`src/rtl/page_stream_queue.sv`:
```
// page_stream_queue: circular token queue carrying {eos, data}.
// After an end-of-stream token is accepted, the stream closes. While it is
// closed, new tokens are refused. The stream reopens when that EOS token
// leaves the head of the queue.
//
// Handshake semantics (both sides use the TDF valid/backpressure form):
//   producer side: a token is offered when in_v=1. It is accepted when the
//     stream is open and there is room, or the queue is full but dequeues the
//     same cycle. in_b is advisory only. The producer may send up to SLACK
//     further tokens after it first sees in_b=1.
//   consumer side: a token is transferred on a rising edge where out_v=1 and
//     out_b=0. out_v/out_d/out_e depend only on registers.
module page_stream_queue #(
    parameter int WIDTH = 16,
    parameter int DEPTH = 4,
    parameter int SLACK = 1
) (
    input  logic                       clock,
    input  logic                       reset,
    input  logic [WIDTH-1:0]           in_d,
    input  logic                       in_e,
    input  logic                       in_v,
    output logic                       in_b,
    output logic [WIDTH-1:0]           out_d,
    output logic                       out_e,
    output logic                       out_v,
    input  logic                       out_b,
    output logic [$clog2(DEPTH+1)-1:0] count,
    output logic                       overflow,
    output logic                       eos_err,
    output logic                       dbg_state
);

    localparam int CW = $clog2(DEPTH + 1);
    localparam int PW = $clog2(DEPTH);
    localparam logic [PW-1:0] LAST_PTR  = PW'(DEPTH - 1);
    localparam logic [CW-1:0] FULL_CNT  = CW'(DEPTH);
    localparam logic [CW-1:0] BP_THRESH = CW'(DEPTH - SLACK);

    typedef enum logic {
        ST_OPEN   = 1'b0,
        ST_CLOSED = 1'b1
    } state_t;

    state_t           r_state;
    state_t           w_state_nxt;
    logic [WIDTH:0]   r_mem [DEPTH];
    logic [PW-1:0]    r_rd_ptr;
    logic [PW-1:0]    r_wr_ptr;
    logic [CW-1:0]    r_count;
    logic             r_overflow;
    logic             r_eos_err;

    logic             w_deq;
    logic             w_enq;
    logic             w_ovf_set;
    logic             w_eos_set;
    logic [WIDTH:0]   w_head;

    // Head entry and status outputs come from registers only.
    assign w_head    = r_mem[r_rd_ptr];
    assign out_v     = (r_count != '0);
    assign out_d     = w_head[WIDTH-1:0];
    assign out_e     = w_head[WIDTH];
    assign in_b      = (r_state == ST_CLOSED) || (r_count >= BP_THRESH);
    assign count     = r_count;
    assign overflow  = r_overflow;
    assign eos_err   = r_eos_err;
    assign dbg_state = (r_state == ST_CLOSED);

    // Next state and the per-cycle enqueue/dequeue/error decisions.
    // The state at the start of the cycle governs the whole cycle.
    always_comb begin
        w_state_nxt = r_state;
        w_enq       = 1'b0;
        w_ovf_set   = 1'b0;
        w_eos_set   = 1'b0;
        w_deq       = out_v && !out_b;
        case (r_state)
            ST_OPEN: begin
                if (in_v) begin
                    if ((r_count != FULL_CNT) || w_deq) begin
                        w_enq = 1'b1;
                        if (in_e) begin
                            w_state_nxt = ST_CLOSED;
                        end
                    end else begin
                        w_ovf_set = 1'b1;
                    end
                end
            end
            ST_CLOSED: begin
                if (in_v) begin
                    w_eos_set = 1'b1;
                end
                if (w_deq && out_e) begin
                    w_state_nxt = ST_OPEN;
                end
            end
            default: w_state_nxt = ST_OPEN;
        endcase
    end

    // State register.
    always_ff @(posedge clock) begin
        if (!reset) begin
            r_state <= ST_OPEN;
        end else begin
            r_state <= w_state_nxt;
        end
    end

    // Pointers, occupancy and sticky error flags.
    always_ff @(posedge clock) begin
        if (!reset) begin
            r_rd_ptr   <= '0;
            r_wr_ptr   <= '0;
            r_count    <= '0;
            r_overflow <= 1'b0;
            r_eos_err  <= 1'b0;
        end else begin
            if (w_enq) begin
                r_wr_ptr <= (r_wr_ptr == LAST_PTR) ? '0 : r_wr_ptr + 1'b1;
            end
            if (w_deq) begin
                r_rd_ptr <= (r_rd_ptr == LAST_PTR) ? '0 : r_rd_ptr + 1'b1;
            end
            case ({w_enq, w_deq})
                2'b10:   r_count <= r_count + 1'b1;
                2'b01:   r_count <= r_count - 1'b1;
                default: r_count <= r_count;
            endcase
            if (w_ovf_set) begin
                r_overflow <= 1'b1;
            end
            if (w_eos_set) begin
                r_eos_err <= 1'b1;
            end
        end
    end

    // Token storage. Reset clears only entry 0, which becomes the head, so
    // the head reads as zero after reset.
    always_ff @(posedge clock) begin
        if (!reset) begin
            r_mem[0] <= '0;
        end else if (w_enq) begin
            r_mem[r_wr_ptr] <= {in_e, in_d};
        end
    end

endmodule

```
`config.mk`:
```
export PLATFORM = sky130hd
export DESIGN_NAME = page_stream_queue
export DESIGN_NICKNAME = d
export VERILOG_FILES = /design/src/rtl/page_stream_queue.sv
export SDC_FILE = /design/constraint.sdc
export NUM_CORES = 1
export LEC_CHECK = 0
export CAP_MARGIN = 20
export CORE_MARGIN = 5
export CORE_UTILIZATION = 57
export CTS_CLUSTER_DIAMETER = 200
export DETAILED_ROUTE_END_ITERATION = 6
export PLACE_DENSITY_LB_ADDON = 0.08
export SYNTH_ARGS = -nofsm -noshare
export SYNTH_HDL_FRONTEND = slang
export SYNTH_SLANG_ARGS = --single-unit
```
`constraint.sdc`:
```
create_clock -name clock -period 7.8 [get_ports clock]
set_input_delay 1.56 -clock clock [delete_from_list [all_inputs] [get_ports clock]]
set_output_delay 1.56 -clock clock [all_outputs]
set_load 0.02 [all_outputs]
```
==> run_results.csv, run 1 <==
group,metric,value,unit
clocking,cts_tree,"done",
timing,finClkSkew,0.00401,ns
logic_synthesis,synthCells,173,
clocking,cts_root_buf,"clkbuf_8",
floorplan,initial_core_util,57.7,%
timing,maxSlewViolCount,0,
final_layout,fin_area,3850,um^2
logic_synthesis,syn_area_per_cell,18.1,um^2
route,drtIter0Drc,76,
clocking,h-tree-depth,3,
logic_synthesis,ys_ff_latch,80,
worst_setup_path,path_delay_family,"simple AND/OR/NAND/NOR gates",
timing,rsz0062_at_grt,"false",
logic_synthesis,yosysTopAreaCell,"edfxtp_1",
global_route,grt_pass1_vias,1811,
worst_setup_path,path_buf_inv,3,
final_layout,final_cell_mix,"edfxtp_1, clkdlybuf4s50_1, mux4_2, and2_1, dfxtp_1",
min_path,hp-class,"flop to flop",
power_and_ir_drop,switching_share,30.8,%
power_and_ir_drop,p_leak,1.30,nW
clocking,clock_path_buffers,2,
route,routed_via_density,5.51,
floorplan,num_io_pins,46,
final_layout,diodes,0,
clocking,cts_resized,0,
place,io_buffers,45,
power_and_ir_drop,net-switching-power,0.371,mW
timing,setup_tns,0,ns
clocking,clock_latency,0.33,ns
place,place_area,3670,um^2
route,ant_nets,0,
logic_synthesis,yosysUniqueCellTypes,30,
floorplan,dieArea,7090,um^2
worst_setup_path,slowest_stage,"and3_1",
logic_synthesis,yosys_warnings,0,
timing,worst_pin_slew,0.961,ns
route,vias,1663,
clocking,cts_num_sinks,80,
global_route,grt_max_degree,22,
route,avgRoutedWirePerCell,18.5,um
floorplan,core,5440,um^2
route,drc,0,
worst_setup_path,worst-setup-path-type,"primary input to flop",
final_layout,syn_to_final_growth,22.5,%
clocking,holdBufCountCts,0,
logic_synthesis,syn_area,3140,um^2
floorplan,die_h,84.2,um
logic_synthesis,syn_nets,198,
worst_setup_path,arrival,3.77,ns
power_and_ir_drop,p_int,0.835,mW
final_layout,regArea,2280,um^2
place,dp_hpwl,3850,um
route,first_pass_iters,6,
timing,finalSetupViolCount,0,
power_and_ir_drop,power_density,314,nW/um^2
clocking,cts_made_buffers,9,
final_layout,final_nets,250,
worst_setup_path,worst_setup_path_end_kind,"flop",
worst_setup_path,startpoint_type,"primary input",
timing,max_freq,262,MHz
timing,slew-limit-headroom,35.9,%
clocking,cts_setup_buffers,0,
route,drt_wl_total,5580,um
logic_synthesis,synthTopCellsByArea,"edfxtp_1, mux4_2, dfxtp_1",
worst_setup_path,worstPathCellList,"clkdlybuf4s50_1 > clkinv_1 > nor3_2 > buf_6 > and3_1",
logic_synthesis,synth_top_area_share,65.0,%
global_route,grtUsageTotal,17.1,%
final_layout,drive_gt1_share,15.2,%
final_layout,final_common_cell,"edfxtp_1",
power_and_ir_drop,combinationalPowerShare,33.2,%
power_and_ir_drop,irDropWorstVdd,0.000221,V
power_and_ir_drop,pwr-share-clk,21.0,%
global_route,antenna_found_initial,0,
place,gp_congestion,0.851,
global_route,overflow,0,
worst_setup_path,critPathRequiredTime,7.76,ns
final_layout,fill_cells,361,
worst_setup_path,cp_max_fo,18,
clocking,clkTransAtPathRegs,0.07,ns
floorplan,core.rowCount,27,
worst_setup_path,slowest_delay,0.75,ns
timing,hold_viol_final,0,
run_status,status,"finished, final reports clean",
global_route,grt_first_pass_wirelength,9090,um
logic_synthesis,ys_seq_area_share,72.7,%
final_layout,multi_input_area,817,um^2
power_and_ir_drop,p_seq_share,45.8,%
floorplan,dieWidth,84.2,um
flow_run,drv_cap,0,
timing,layout_min_cycle_time,3.81,ns
timing,period_share,48.8,%
## synth_stat cells
cell,n
nand2b_1,1
nand4bb_1,1
nor3_1,1
a211o_1,1
a21oi_1,9
nor3_2,1
nand3_1,2
o21ai_0,6
mux4_2,17
or4_1,2
ha_1,3
nand2_1,2
clkinv_1,1
o31ai_1,1
and3b_1,2
and2_1,17
edfxtp_1,68
and3_1,1
clkbuf_2,3
buf_1,1
buf_4,1
fa_1,1
nor2_1,8
xor2_1,2
buf_2,1
nor2b_1,1
inv_1,5
dfxtp_1,12
or3_1,1
and4bb_4,1
## state kept, by name (all words and copies together) (netlist names), named ones only
register	flops
r_mem	68
count	3
r_rd_ptr	2
r_wr_ptr	2
dbg_state	1
eos_err	1
overflow	1
## tightest hold or removal path, delay by kind of cell, from the launching register on
family | cells | cell delay (ns)
flip-flops | 1 | 0.34
AO/OA/AOI/OAI | 1 | 0.04
AND/OR/NAND/NOR | 1 | 0.07
## path summary, 6_finish.rpt
check | startpoint | slack, ns | depth (start not counted) | to
setup / recovery | reset | 3.99 | 5 | r_mem[3][1]$_DFFE_PP_
hold / removal | overflow$_SDFFE_PN0P_ | 0.49 | 2 | overflow$_SDFFE_PN0P_
setup reg to reg | count[0]$_SDFFE_PN0P_ | 5.46 | 4 | r_mem[3][1]$_DFFE_PP_
hold reg to reg | overflow$_SDFFE_PN0P_ | 0.49 | 2 | overflow$_SDFFE_PN0P_
## final cells by class
class                           instances  area share, %
Sequential cell                        80           59.3
Tap cell                               72           2.34
Clock buffer                           11           3.42
Inverter                                6          0.586
Timing Repair Buffer                   47           12.2
Clock inverter                          5          0.878
Multi-Input combinational cell         81           21.2
## metal layers
layer  vias up  GRT usage [%]  wire, um  share of wire, %
li1        777              -         -                 -
met1       818           19.8      2170                39
met2        55           30.1      2980                53
met3        13           3.63       308               5.5
met4         0           8.19       124               2.2
met5         -              0         0                 0
## cell families (layout without fill, tap and decap cells)
group	count (synthesis)	count (layout)	share of synthesized area [%]
AO/OA/AOI/OAI	17	17	2.91
multiplexers	17	17	12.2
buffers and inverters	12	69	1.71
adder cells (fa/ha/maj)	4	4	1.83
AND/OR/NAND/NOR	41	41	8.09
flip-flops	80	80	72.7
XOR/XNOR	2	2	0.558
## metrics by stage
step           util, %  instances  setup slack (ns)  hold slack [ns]  power (mW)
3_3_place_gp      67.5        285              3.22            0.460       0.978
2_1_floorplan        -        173              4.20            0.472       0.816
4_1_cts           70.5        301              3.42            0.491        1.25
6_report          70.7        302              3.99            0.487        1.21
3_5_place_dp      67.5        285              3.06            0.474       0.996
5_1_grt           70.7        302              3.78            0.538        1.26
## power by group through the flow
stage / clock network, mW / logic, mW / registers [mW]
3_5_place_dp: 0 / 0.430 / 0.566
5_1_grt: 0.277 / 0.430 / 0.558
2_1_floorplan: 0 / 0.251 / 0.565
3_3_place_gp: 0 / 0.417 / 0.562
6_report: 0.253 / 0.401 / 0.552
4_1_cts: 0.260 / 0.433 / 0.556
No activity file was read; power rests on OpenSTA's default activity.
==> inputs of run 2 (changes only) <==
- CORE_UTILIZATION: 57 -> 53
- clock period: 7.8 -> 3.7 ns (I/O delays scaled with it)
==> run 2 against run 1 <==
Compared with the run above: final cell count is 3.0% higher; non-clock buffer count is 6 higher; sequential share of layout area shrank 1.6 points; clock power increased to 2.7 times the previous value; utilization shrank 3.2 points; combinational power up 110%; first-iteration DRC count up 6.6%; clock-buffer cell count fell by 1; register-to-register slack lost 3.9 ns; sequential power grew 110%; critical endpoint is now out_d[13]; highest routed layer unchanged.
==> run_results.csv, run 2 (synthesis results as in run 1) <==
group,metric,value,unit
run_status,status,"finished, final reports clean",
worst_setup_path,worst_setup_path_end_kind,"output pin",
global_route,grt_pass1_vias,1856,
floorplan,die_h,87.0,um
global_route,grt_first_pass_wirelength,9300,um
clocking,cts_tree,"done",
min_path,hp-class,"flop to flop",
timing,worst_pin_slew,0.593,ns
timing,slew-limit-headroom,60.4,%
worst_setup_path,path_delay_family,"buffers and inverters",
route,first_pass_iters,4,
clocking,clkTransAtPathRegs,0.08,ns
floorplan,core.rowCount,28,
final_layout,final_nets,256,
worst_setup_path,critPathRequiredTime,2.96,ns
global_route,grtUsageTotal,17.1,%
final_layout,top_register,"r_mem",
clocking,cts_resized,0,
route,drt_wl_total,5870,um
route,vias,1682,
final_layout,largest_register_ffs,68,
floorplan,initial_core_util,53.7,%
timing,period_share,83.5,%
worst_setup_path,startpoint_type,"flop",
final_layout,final_common_cell,"edfxtp_1",
route,ant_nets,0,
clocking,clock_latency,0.34,ns
worst_setup_path,cp_max_fo,10,
final_layout,drive_gt1_share,17.4,%
worst_setup_path,arrival,2.35,ns
final_layout,syn_to_final_growth,25.8,%
timing,hold_slack,0.478,ns
final_layout,diodes,0,
power_and_ir_drop,p_leak,1.36,nW
timing,layout_min_cycle_time,3.09,ns
worst_setup_path,worst-setup-path-type,"flop to output pin",
floorplan,core,5850,um^2
timing,finalSetupViolCount,0,
route,routed_via_density,5.41,
clocking,cts_root_buf,"clkbuf_8",
power_and_ir_drop,power_density,685,nW/um^2
timing,max_freq,324,MHz
global_route,grt_max_degree,18,
worst_setup_path,worstPathCellList,"buf_12 > mux4_2 > clkdlybuf4s50_1",
place,io_buffers,45,
clocking,cts_setup_buffers,0,
route,drtIter0Drc,81,
timing,setup_tns,0,ns
final_layout,final_cell_mix,"edfxtp_1, clkdlybuf4s50_1, mux4_2, and2_1, dfxtp_1",
clocking,holdBufCountCts,0,
timing,finClkSkew,0.0104,ns
global_route,antenna_found_initial,0,
flow_run,drv_cap,0,
clocking,clock_path_buffers,2,
timing,rsz0062_at_grt,"false",
worst_setup_path,slowest_stage,"dfxtp_1",
clocking,h-tree-depth,3,
clocking,cts_num_sinks,80,
floorplan,num_io_pins,46,
global_route,overflow,0,
power_and_ir_drop,irDropWorstVdd,0.000400,V
worst_setup_path,slowest_delay,0.70,ns
route,drc,0,
place,gp_congestion,0.860,
worst_setup_path,path_buf_inv,2,
clocking,cts_made_buffers,9,
timing,maxSlewViolCount,0,
place,dp_hpwl,3940,um
floorplan,dieWidth,87.0,um
floorplan,dieArea,7560,um^2
route,avgRoutedWirePerCell,18.9,um
timing,hold_viol_final,0,
## run 2: metal layers
layer / vias up / routed length, um / GRT usage, %
met2: 37 / 3200 / 30.5
met5: - / 0 / 0
met4: 0 / 90 / 7.93
met3: 10 / 258 / 3.97
li1: 791 / - / -
met1: 844 / 2320 / 19.1
## run 2: worst reg2reg max path, stage by stage (launching register included)
cell and delay (ns):
dfxtp_1 0.36, nand4bb_1 0.22, nand2_1 0.19, ha_1 0.21
inv_1 0.07, fa_1 0.39, xor2_1 0.17, or3_1 0.30
a21oi_1 0.14
## run 2: where the power goes
group	switching, mW	internal, mW	leakage, nW
Clock	0.306	0.377	0.102
Sequential	0.0764	1.10	0.750
Combinational	0.412	0.435	0.511
## run 2: final timing paths
| path | from | endpoint | slack, ns | cells past startpoint |
|---|---|---|---|---|
| setup / recovery | flop | out_d[13] | 0.61 | 3 |
| hold / removal | eos_err$_SDFFE_PN0P_ | eos_err$_SDFFE_PN0P_ | 0.48 | 2 |
| setup reg to reg | count[0]$_SDFFE_PN0P_ | count[2]$_SDFFE_PN0P_ | 1.58 | 8 |
| hold reg to reg | eos_err$_SDFFE_PN0P_ | eos_err$_SDFFE_PN0P_ | 0.48 | 2 |
## run 2: through the flow
stage | util [%] | cells | total power, mW | instance area (um^2) | worst slack [ns]
2_1_floorplan | - | 173 | 1.72 | 3140 | 0.925
3_5_place_dp | 63.9 | 295 | 2.05 | 3740 | 0.664
6_report | 67.5 | 311 | 2.70 | 3950 | 0.611
5_1_grt | 67.5 | 311 | 2.83 | 3950 | 0.434
4_1_cts | 67.5 | 311 | 2.72 | 3950 | 0.540
3_3_place_gp | 63.9 | 295 | 2.03 | 3740 | 0.772
## run 2: area by class of cell
type                       instances  area [um^2]
sequential                        80         2280
fill                             405         1900
multi-input combinational         81          817
timing repair buffer              53          523
clock buffer                      10          128
tap                               75         93.8
clock inverter                     6         83.8
inverter                           6         22.5
==> inputs of run 3 (changes only) <==
- CORE_UTILIZATION: 53 -> 48
- clock period: 3.7 -> 2.7 ns (I/O delays scaled with it)
==> run 3 against run 2 <==
Compared with the run above: die area is 9.2% higher; clock skew is 0.0011 ns lower; final cell count up 1.3%; global-route usage is 2.0 points lower; combinational power rose by 43%; register-to-register slack got worse by 0.93 ns; setup slack worse by 0.50 ns; first-iteration DRC count is 30% higher; worst hold slack gained 0.0033 ns; largest power group unchanged; highest routed layer unchanged.
==> run_results.csv, run 3 (synthesis results as in run 1) <==
group,metric,value,unit
min_path,hp-class,"flop to flop",
route,first_pass_iters,4,
min_path,min_to,"overflow$_SDFFE_PN0P_",
final_layout,drive_gt1_share,18.1,%
route,routed_via_density,5.45,
final_layout,syn_to_final_growth,25.6,%
place,dp_hpwl,3860,um
final_layout,largest_register_ffs,68,
route,drc,0,
global_route,grt_max_degree,18,
floorplan,die_h,90.9,um
final_layout,regArea,2280,um^2
worst_setup_path,arrival,2.05,ns
timing,rsz0062_at_grt,"false",
place,post-place-cells,302,
final_layout,final_cell_mix,"edfxtp_1, clkdlybuf4s50_1, mux4_2, and2_1, dfxtp_1",
clocking,cts_setup_buffers,0,
global_route,grt_pass1_vias,1855,
worst_setup_path,r2r-end,"count[2]$_SDFFE_PN0P_",
floorplan,dieWidth,90.9,um
floorplan,num_io_pins,46,
final_layout,diodes,0,
floorplan,initial_core_util,49.4,%
final_layout,fill_cells,465,
timing,slew-limit-headroom,71.7,%
global_route,grtUsageTotal,15.1,%
route,drtIter0Drc,105,
worst_setup_path,critPathRequiredTime,2.16,ns
route,avgRoutedWirePerCell,18.5,um
final_layout,utilization,62.1,%
floorplan,core,6350,um^2
final_layout,stdcell_count,315,
timing,setup_tns,0,ns
min_path,hold_start,"overflow$_SDFFE_PN0P_",
place,place_area,3800,um^2
final_layout,multi_input_area,817,um^2
worst_setup_path,r2r_slack,0.65,ns
final_layout,final_nets,261,
timing,worst_pin_slew,0.422,ns
final_layout,top_register,"r_mem",
clocking,cts_num_sinks,80,
timing,max_freq,387,MHz
flow_run,drv_cap,0,
timing,layout_min_cycle_time,2.59,ns
timing,maxSlewViolCount,0,
clocking,holdBufCountCts,0,
worst_setup_path,reg2reg_from,"count[2]$_SDFFE_PN0P_",
clocking,clock_latency,0.34,ns
worst_setup_path,worst-setup-path-type,"flop to output pin",
min_path,hold_path_depth,2,
global_route,overflow,0,
global_route,antenna_found_initial,0,
floorplan,core.rowCount,29,
route,drt_wl_total,5820,um
power_and_ir_drop,p_leak,1.36,nW
global_route,grt_first_pass_wirelength,9450,um
clocking,h-tree-depth,3,
power_and_ir_drop,power_density,882,nW/um^2
worst_setup_path,cp_max_fo,17,
clocking,cts_tree,"done",
route,ant_nets,0,
timing,finalSetupViolCount,0,
worst_setup_path,r2r_cells,8,
final_layout,final_common_cell,"edfxtp_1",
worst_setup_path,startpoint_type,"flop",
timing,finClkSkew,0.00933,ns
floorplan,dieArea,8260,um^2
clocking,cts_made_buffers,9,
route,vias,1716,
place,io_buffers,45,
clocking,clock_path_buffers,2,
clocking,cts_root_buf,"clkbuf_8",
power_and_ir_drop,irDropWorstVdd,0.000615,V
place,gp_congestion,0.766,
worst_setup_path,worst_setup_path_end_kind,"output pin",
timing,hold_viol_final,0,
clocking,clkTransAtPathRegs,0.07,ns
final_layout,fin_area,3940,um^2
timing,period_share,95.8,%
clocking,cts_resized,0,
run_status,status,"finished, final reports clean",
run 3: cell count changes in the layout (fill, tap and decap cells not counted), sizes merged:
cell / before / now
buf: 8 / 13
bufinv: 2 / 0
clkinvlp: 1 / 0
run 3: area by class of cell:
type	count	share of cell area [%]
timing repair buffer	58	14.8
clock inverter	3	0.317
inverter	6	0.571
clock buffer	10	3.24
sequential	80	57.9
multi-input combinational	81	20.7
tap	77	2.44
run 3: how the worst max path moves through the flow:
stage           from                     to  cells after the start
2_1_floorplan   in_v  r_mem[0][0]$_DFFE_PP_                      3
3_3_place_gp   out_b  count[2]$_SDFFE_PN0P_                      9
3_5_place_dp   out_b  count[2]$_SDFFE_PN0P_                      9
4_1_cts         flop                  out_e                      3
5_1_grt         flop                  out_e                      3
6_report        flop                  out_e                      3
run 3: report_power, final:
group	switching, mW	leakage (nW)	internal (mW)
clock network	0.373	0.0729	0.311
logic	0.596	0.540	0.614
registers	0.0807	0.750	1.50
run 3: worst max-delay path: stages (launching register included):
cell and delay, ns:
dfxtp_1 0.37, buf_12 0.20, mux4_2 0.56, clkdlybuf4s50_1 0.56
run 3: stage by stage:
stage | power (mW) | hold slack [ns] | setup slack [ns]
2_1_floorplan | 2.36 | 0.472 | 0.125
3_3_place_gp | 2.80 | 0.459 | 0.181
3_5_place_dp | 2.84 | 0.461 | 0.111
4_1_cts | 3.52 | 0.481 | 0.0648
5_1_grt | 3.66 | 0.534 | 0.0332
6_report | 3.48 | 0.481 | 0.115
run 3: layer usage:
layer	wire length [um]	vias up	GRT usage [%]
li1	-	798	-
met1	2360	868	18.7
met2	3090	43	24.3
met3	288	7	4.83
met4	74	0	6.23
met5	0	-	0
